--- config.mk ---
export PLATFORM = sky130hd
export DESIGN_NAME = sd_cmd_framer
export DESIGN_NICKNAME = d
export VERILOG_FILES = /design/src/rtl/sd_cmd_framer.sv
export SDC_FILE = /design/constraint.sdc
export NUM_CORES = 1
export LEC_CHECK = 0
export CORE_ASPECT_RATIO = 0.9
export CORE_MARGIN = 2
export CORE_UTILIZATION = 51
export DETAILED_ROUTE_END_ITERATION = 8
export DONT_BUFFER_PORTS = 1
export HOLD_SLACK_MARGIN = 0.08
export PLACE_DENSITY = 0.66
export SYNTH_ARGS = -nofsm -noshare
export SYNTH_HDL_FRONTEND = slang
export SYNTH_SLANG_ARGS = --single-unit
export TNS_END_PERCENT = 10
--- constraint.sdc ---
create_clock -name spi_clk_i -period 4.78 [get_ports spi_clk_i]
set_input_delay 0.478 -clock spi_clk_i [delete_from_list [all_inputs] [get_ports spi_clk_i]]
set_output_delay 0.478 -clock spi_clk_i [all_outputs]
set_load 0.01 [all_outputs]
--- src/rtl/sd_cmd_framer.sv ---
// rtl/sd_cmd_framer.sv - SD command framer: CRC7, 48-bit frame build, SPI launch, response/timeout capture
module sd_cmd_framer #(
   parameter int TIMEOUT_CYCLES = 65535,
   parameter int CNT_WIDTH      = 16
) (
   input  logic        spi_clk_i,
   input  logic        spi_rst_i,
   input  logic        cmd_start_i,
   input  logic [5:0]  cmd_index_i,
   input  logic [31:0] cmd_arg_i,
   input  logic        cmd_wr_i,
   input  logic        cmd_rd_i,
   input  logic [2:0]  cmd_div_i,
   input  logic [2:0]  spi_flagreg_i,
   input  logic [31:0] spi_data_i,
   output logic [8:0]  spi_statusreg_o,
   output logic [47:0] spi_data_o,
   output logic        cmd_busy_o,
   output logic        cmd_done_o,
   output logic        cmd_timeout_o,
   output logic [31:0] cmd_resp_o,
   output logic [6:0]  cmd_crc_o
);

   typedef enum logic [2:0] {
      S_IDLE,
      S_CRC,
      S_ISSUE,
      S_WAIT,
      S_DONE
   } state_t;

   localparam logic [CNT_WIDTH-1:0] TMO_VAL = CNT_WIDTH'(TIMEOUT_CYCLES);

   state_t               state_q, state_n;
   logic [5:0]           index_q;
   logic [31:0]          arg_q;
   logic                 wr_q, rd_q;
   logic [2:0]           div_q;
   logic [39:0]          shift_q;
   logic [5:0]           bit_cnt_q;
   logic [6:0]           crc_q;
   logic [47:0]          data_q;
   logic [6:0]           crc_out_q;
   logic [31:0]          resp_q;
   logic                 timeout_q;
   logic [CNT_WIDTH-1:0] cnt_q;
   logic                 armed_q;

   logic                 crc_fb;
   logic [6:0]           crc_n;
   logic [CNT_WIDTH-1:0] cnt_inc;
   logic                 op_done;
   logic                 expired;
   logic [8:0]           active_status;

   // Only OPERT_DONE matters here; the other engine flags are deliberately ignored.
   logic unused_flags;
   assign unused_flags = spi_flagreg_i[2] ^ spi_flagreg_i[0];

   assign crc_fb        = shift_q[39] ^ crc_q[6];
   assign crc_n         = {crc_q[5:0], 1'b0} ^ (crc_fb ? 7'h09 : 7'h00);
   assign cnt_inc       = cnt_q + 1'b1;
   assign op_done       = armed_q & spi_flagreg_i[1];
   assign expired       = (cnt_inc == TMO_VAL);
   // microSD path select, divisor, direction, MSB-first; bit 0 is the operation strobe
   assign active_status = {2'b11, div_q, rd_q, wr_q, 1'b1, 1'b0};

   assign spi_data_o    = data_q;
   assign cmd_crc_o     = crc_out_q;
   assign cmd_resp_o    = resp_q;
   assign cmd_timeout_o = timeout_q;

   // State register
   always_ff @(posedge spi_clk_i) begin
      if (spi_rst_i) state_q <= S_IDLE;
      else           state_q <= state_n;
   end

   // Next-state decode and state-derived outputs
   always_comb begin
      state_n         = state_q;
      spi_statusreg_o = 9'd0;
      cmd_busy_o      = 1'b1;
      cmd_done_o      = 1'b0;
      case (state_q)
         S_IDLE: begin
            cmd_busy_o = 1'b0;
            if (cmd_start_i) state_n = S_CRC;
         end
         S_CRC: begin
            if (bit_cnt_q == 6'd0) state_n = S_ISSUE;
         end
         S_ISSUE: begin
            spi_statusreg_o = active_status | 9'd1;
            state_n         = S_WAIT;
         end
         S_WAIT: begin
            spi_statusreg_o = active_status;
            if (op_done || expired) state_n = S_DONE;
         end
         S_DONE: begin
            cmd_done_o = 1'b1;
            state_n    = S_IDLE;
         end
         default: state_n = S_IDLE;
      endcase
   end

   // Datapath: command latch, serial CRC7, frame build, completion/timeout capture
   always_ff @(posedge spi_clk_i) begin
      if (spi_rst_i) begin
         index_q   <= 6'd0;
         arg_q     <= 32'd0;
         wr_q      <= 1'b0;
         rd_q      <= 1'b0;
         div_q     <= 3'd0;
         shift_q   <= 40'd0;
         bit_cnt_q <= 6'd0;
         crc_q     <= 7'd0;
         data_q    <= 48'd0;
         crc_out_q <= 7'd0;
         resp_q    <= 32'd0;
         timeout_q <= 1'b0;
         cnt_q     <= '0;
         armed_q   <= 1'b0;
      end else begin
         case (state_q)
            S_IDLE: begin
               if (cmd_start_i) begin
                  index_q   <= cmd_index_i;
                  arg_q     <= cmd_arg_i;
                  wr_q      <= cmd_wr_i;
                  rd_q      <= cmd_rd_i;
                  div_q     <= cmd_div_i;
                  crc_q     <= 7'd0;
                  shift_q   <= {2'b01, cmd_index_i, cmd_arg_i};
                  bit_cnt_q <= 6'd39;
                  timeout_q <= 1'b0;
                  resp_q    <= 32'd0;
               end
            end
            S_CRC: begin
               crc_q     <= crc_n;
               shift_q   <= {shift_q[38:0], 1'b0};
               bit_cnt_q <= bit_cnt_q - 1'b1;
               if (bit_cnt_q == 6'd0) begin
                  data_q    <= {2'b01, index_q, arg_q, crc_n, 1'b1};
                  crc_out_q <= crc_n;
               end
            end
            S_ISSUE: begin
               cnt_q   <= '0;
               armed_q <= 1'b0;
            end
            S_WAIT: begin
               // A done flag only counts after it has been seen low once this command.
               if (op_done) begin
                  resp_q <= spi_data_i;
               end else begin
                  cnt_q <= cnt_inc;
                  if (!spi_flagreg_i[1]) armed_q <= 1'b1;
                  if (expired) begin
                     resp_q    <= 32'hFFFF_FFFF;
                     timeout_q <= 1'b1;
                  end
               end
            end
            default: ;
         endcase
      end
   end

endmodule

## Word-level counts from Yosys, hierarchy flattened

Index checks and enable logic that the tools add are counted.
Widths: inputs -> output; s select.

| storage, ports and cells | value |
|---|---|
| bits in registers | 203 |
| logic and storage cells | 73 |

| cells by class | value |
|---|---|
| add/subtract/negate cells | 2 |
| eq/ne operators | 12 |
| muxes and demuxes | 27 |
| bitwise operators | 3 |
| reduce and logical (&&, ||, !) cells | 14 |

Operators with widths:

| cell | number |
|---|---|
| $mux 32 | 3 |
| $pmux 40 s2 | 1 |
| $pmux 32 s2 | 1 |
| $mux 40 | 1 |
| $pmux 16 s2 | 1 |
| $pmux 9 s2 | 1 |
| $add 16x1->16 const B | 1 |
| $eq 16x16->1 const B | 1 |
| $mux 16 | 1 |
| $pmux 7 s2 | 1 |
| $ne 2x2->1 const B | 6 |
| $pmux 3 s4 | 1 |
| $pmux 6 s2 | 1 |
| $mux 3 | 3 |
| $reduce_and 3->1 | 3 |
| $reduce_and 2->1 | 4 |
| $mux 1 | 7 |
| $mux 7 | 1 |
| $xor 7x4->7 | 1 |
| $eq 3x2->1 const B | 2 |
| $logic_not 6->1 | 1 |
| $mux 6 | 1 |
| $reduce_bool 2->1 | 3 |
| $sub 6x1->6 const B | 1 |
| other kinds (10) | 11 |

## Logic depth before layout (Yosys ltp)

| depth | value |
|---|---|
| word-level depth | 5 |
| depth in mapped cells | 8 |
| gate-level depth less buffers | 7 |

## Worst setup path after synthesis

No wires, ideal clock.

| timing | value |
|---|---|
| path type | register to register |
| start | reg cnt_q[0] |
| end | reg resp_q[11], in the netlist cmd_resp_o[11] |
| data arrival time | 2,160 ps |
| data required time | 4,708 ps |
| setup slack | 2,548 ps |
| cell stages (with the launch flop) | 9 |
| clock period less this slack | 2,232 ps |
| path through | dfxtp_1 > ha_1 > nand3_2 > xnor2_1 > a2111oi_1 > and4_4 > a2bb2oi_4 > buf_12 > mux2i_1 |

| between the ends | value |
|---|---|
| cells in the longest elaborated chain, start to end | 4 |

RTL lines:

| item | RTL line | RTL |
|---|---|---|
| start: declaration | 47 | `logic [CNT_WIDTH-1:0] cnt_q;` |
| start signal: assignment | 161 | `cnt_q <= cnt_inc;` |
| $add 16x1->16 | 63 | `assign cnt_inc = cnt_q + 1'b1;` |
| $eq 16x16->1 | 65 | `assign expired = (cnt_inc == TMO_VAL);` |
| $ne 3x3->1 (no line) | n/a |  |
| $reduce_and 3->1 (no line) | n/a |  |
| end signal: assignment | 159 | `resp_q <= spi_data_i;` |
| end: declaration | 45 | `logic [31:0] resp_q;` |

No other way between the ends.
A chain may end at the register's enable or synchronous reset.

## Worst setup path in the final report

| timing | value |
|---|---|
| start | reg cnt_q[0] |
| end | reg resp_q[5], in the netlist cmd_resp_o[5] |

Same word-level chain as after synthesis.

==> run summary <==
The flow ran to the end, and the final reports show no timing, DRC or antenna violations. The number of different library cells in the post-synthesis netlist was 50; the worst setup timing slack at the placement stage was 1.68 ns. Counting every instance in the synthesized netlist gives 957. The tree built by TritonCTS fans out to 195 sinks. In this run the mean area of a mapped cell was 8.09 um2. The mapped netlist covers 0.00774 mm2. Detailed placement finished with a half-perimeter wire length of 9950 um. Summed over all failing endpoints, the final setup total negative slack is 0 ns. For the number of detailed-routing iterations run before antenna repair, the log shows 5. Summing all placed instances gives a cell area of 0.00765 mm2. Max-cap violations in this run came to 0. From synthesis to final layout, the design area changed by 6.48%. After Yosys synthesis, full adders, half adders and majority gates account for 0.647% of the synthesized area. The worst hold path belongs to the class in2reg. 0 antenna diodes ended up in the layout. Dividing the detail-routed wire length by the instance count gives 15.2 um. The share of the cycle needed by the critical path after routing is 65.1%. CTS built an H-tree with a depth of 4.

The start of the worst register-to-register path was cnt_q[0]. Counting both buffers and inverters, the worst setup path holds a total of 0. The number of endpoints with negative hold slack in the final report was 0. For this run, design rule violations remaining after detail routing come to 0.

The synthesized netlist devotes 15.8% of its cell area to compound gates. The end point of the worst hold path is wr_q. In this run the vertical extent of the chip is 121 um. The type of element capturing the critical path is a flop. TritonCTS built the clock tree. In this run, the number of DRC markers left after iteration 0 of detailed routing was 440. The tools report the summed area of non-filler cells in the final layout as 0.00824 mm2. The number of global-route vias before repair was 5423; the routability congestion estimate was 0.814. The final-layout worst hold slack came out at 0.166 ns.

Counting the fill cells in the layout gives 1372. After clock tree synthesis, the clock-pin slew on the worst setup and hold paths is 0.07 ns. In this run the tightest slew margin relative to its limit is 23.2%. The slowest stage cell on the critical path is sky130_fd_sc_hd__a2bb2oi_4. The largest family of logic cells by synthesized area was simple AND/OR/NAND/NOR gates. The setup path with the least slack is of type reg2reg. The setup check on the worst reg-to-reg path leaves a slack of 1.67 ns. Setup slack closes at 1.67 ns. The actual slew at the worst max-slew pin came out at 1.15 ns. The detailed router placed 6045 vias in this run. The arrival time of the worst setup path is 3.46 ns, and the yosys synthesis warning count is 0.

Between clock sinks in the finished design, the worst skew comes to 0.00896 ns. In this run, synthesis inferred 0 flip-flops with an integrated enable. Setup repair after global routing left no endpoint under its margin. No sink is reached through more buffers than the 2 on the longest clock path. The critical path goes through ha_1 > nand3_2 > xnor2_1 > a2111oi_1 > and4_4 > a2bb2oi_4 > mux2i_1.

After global routing the overflow that remains totals 0. The tools report the number of antenna-violating nets in the routed design as 0. At the worst endpoint, the required time is 5.13 ns.

Total power for the finished layout comes to 3.72 mW. In this run the tool buffered the top-level ports with 0 buffer cells. The logs give 180 for the count of pins on the block boundary and 986 for the net count of the finished layout. The peak supply drop was 0.265 mV; the number of antenna violations at the first check in global routing was 0. The number of clock buffers added by TritonCTS is 17.

Of all flip-flops after synthesis, the portion carrying an async set or reset was 0%. The detailed-route wire length was 16900 um; the share of cells above drive strength 1 was 5.58%. After detailed routing, the number of vias per cell comes to 5.44.

The worst setup path is launched from a flop. Cell depth of the worst hold path: 1. The most used flip-flop cell after synthesis is sky130_fd_sc_hd__dfxtp_1. The die is 134 um wide. The region available for standard cell placement spans 0.0148 mm2. For the number of slew-limit violations in the final report, the log shows 0.

In this run the clock root is driven by a sky130_fd_sc_hd__clkbuf_16. The initialized floorplan defines 42 standard-cell rows. Entering global routing, the biggest net connects 195 pins.

The initial utilization of the core area, before any placement, comes to 52.4%. The number of placed instances, taps included, is 1080. The cell family contributing the most delay on the critical path is compound AO/OA/AOI/OAI gates. The peak fanout along the critical path was 32.

Of the post-synthesis cell area, the part taken by muxes is 2.86%. The clock reaches the later pin of the worst-skew pair after 0.43 ns. The power density over cell area is 452 mW/mm2, and the number of endpoints failing setup at the final stage is 0. The register area share after synthesis is 50.4%. The area share of and/or/nand/nor cells after synthesis is 23.5%. The tools report the number of setup buffers added after CTS as 0. In this run the static leakage power is 2.80 nW. The finished layout holds 1112 standard cells, fillers aside. The die covers 0.0162 mm2. The number of nets handed over by synthesis was 1042. After synthesis the netlist holds a flip-flop and latch count of 195.

The first global-routing pass estimated 27100 um of wire. In this design, the stage delay of the slowest critical-path cell is 0.85 ns. The run gives 55.8% as the final core utilization. The endpoint identified for the worst register-to-register timing path is cmd_resp_o[5]. Hold repair after CTS inserted 0 buffers. Clock period minus final worst setup slack: 3.11 ns. Static timing analysis puts the maximum clock frequency at 322 MHz. The worst register-to-register path has a depth of 7.

Of the total synthesized cell area, the portion taken by XOR and XNOR cells is 0.679%. Global routing consumed, over all layers together, 20.6% of the routing resources. The post-cts repair resize count came out at 0. In this run the most critical hold path is launched from spi_rst_i.
==> per-layer routing <==
layer,wire length [um],track usage [%],up-vias
li1,-,-,3094
met1,8090,27.6,2792
met2,7530,31.7,144
met3,1040,6.35,15
met4,222,6.52,0
met5,0,0,-
==> area by class of cell <==
class                           instances  area (um2)  share of cell area (%)
Multi-Input combinational cell        661        3380                    41.0
Clock buffer                           20         447                    5.42
Inverter                               21        78.8                   0.956
Clock inverter                         12         146                    1.78
Sequential cell                       195        3900                    47.4
Tap cell                              198         248                    3.01
Timing Repair Buffer                    5        37.5                   0.455
==> state kept, by name, indices dropped and copies added (netlist names) <==
| signal | flops |
|---|---|
| shift_q | 40 |
| spi_data_o | 40 |
| arg_q | 32 |
| cmd_resp_o | 32 |
| cnt_q | 16 |
| crc_q | 7 |
| bit_cnt_q | 6 |
| cmd_crc_o | 6 |
| index_q | 6 |
| div_q | 3 |
| state_q | 3 |
| armed_q | 1 |
| cmd_timeout_o | 1 |
| rd_q | 1 |
| wr_q | 1 |
==> worst max-delay path by stage <==
stage / start / to / slack, ns / cells past startpoint
6_report: cnt_q[0] / cmd_resp_o[5] / 1.67 / 7
5_1_grt: cnt_q[0] / cmd_resp_o[5] / 1.39 / 7
4_1_cts: cnt_q[0] / cmd_resp_o[5] / 1.67 / 7
3_5_place_dp: cnt_q[0] / cmd_resp_o[5] / 1.68 / 7
3_3_place_gp: cnt_q[0] / cmd_resp_o[20] / 1.72 / 7
2_1_floorplan: cnt_q[0] / cmd_resp_o[11] / 2.55 / 8
==> where the power goes <==
group / internal [mW] / switching [mW] / total, mW
clock: 0.800 / 0.634 / 1.43
sequential: 1.74 / 0.0800 / 1.82
combinational: 0.140 / 0.331 / 0.471
total: 2.68 / 1.05 / 3.72
==> cell usage after synthesis, types with 6 or more instances <==
master,instances,area share (%)
sky130_fd_sc_hd__nand2_1,279,14
sky130_fd_sc_hd__dfxtp_1,195,50
sky130_fd_sc_hd__a21oi_1,112,7.2
sky130_fd_sc_hd__clkbuf_1,56,2.7
sky130_fd_sc_hd__nor2_1,49,2.4
sky130_fd_sc_hd__a31oi_1,39,3.2
sky130_fd_sc_hd__o21ai_0,31,2.0
sky130_fd_sc_hd__nand2b_1,25,2.0
sky130_fd_sc_hd__inv_1,21,1.0
sky130_fd_sc_hd__mux2i_1,21,2.7
sky130_fd_sc_hd__nand3_1,15,0.97
sky130_fd_sc_hd__buf_4,13,1.3
sky130_fd_sc_hd__nor3_1,12,0.78
sky130_fd_sc_hd__o32ai_1,11,1.2
sky130_fd_sc_hd__and2_1,10,0.81
sky130_fd_sc_hd__a311oi_1,6,0.68
==> cells in the final DEF, fill, tap and decap left out, types with 3 or more instances in the layout <==
cell type	synthesis	routed
sky130_fd_sc_hd__buf_4	13	5
sky130_fd_sc_hd__nand2_1	279	277
sky130_fd_sc_hd__inv_1	21	21
sky130_fd_sc_hd__nand2b_1	25	25
sky130_fd_sc_hd__o21ai_0	31	31
sky130_fd_sc_hd__nor3_1	12	12
sky130_fd_sc_hd__a31oi_1	39	39
sky130_fd_sc_hd__dfxtp_1	195	195
sky130_fd_sc_hd__ha_1	4	4
sky130_fd_sc_hd__a311oi_1	6	6
sky130_fd_sc_hd__o32ai_1	11	11
sky130_fd_sc_hd__xor2_1	5	5
sky130_fd_sc_hd__nand3_1	15	15
sky130_fd_sc_hd__clkbuf_16	0	17
sky130_fd_sc_hd__inv_6	0	3
sky130_fd_sc_hd__mux2i_1	21	21
sky130_fd_sc_hd__nand4_1	5	5
sky130_fd_sc_hd__and2_2	0	3
sky130_fd_sc_hd__nor4_1	5	5
sky130_fd_sc_hd__inv_8	0	3
sky130_fd_sc_hd__and2_1	10	7
sky130_fd_sc_hd__nor2_1	49	48
sky130_fd_sc_hd__a21oi_1	112	112
==> kinds of logic after synthesis <==
kind of cell | count (synthesis)
other | 1
buffers and inverters | 101
AND/OR/NAND/NOR | 417
flip-flops | 195
multiplexers | 22
XOR/XNOR | 6
AO/OA/AOI/OAI | 211
adder cells (fa/ha/maj) | 4
(Power assumes the default switching activity.)
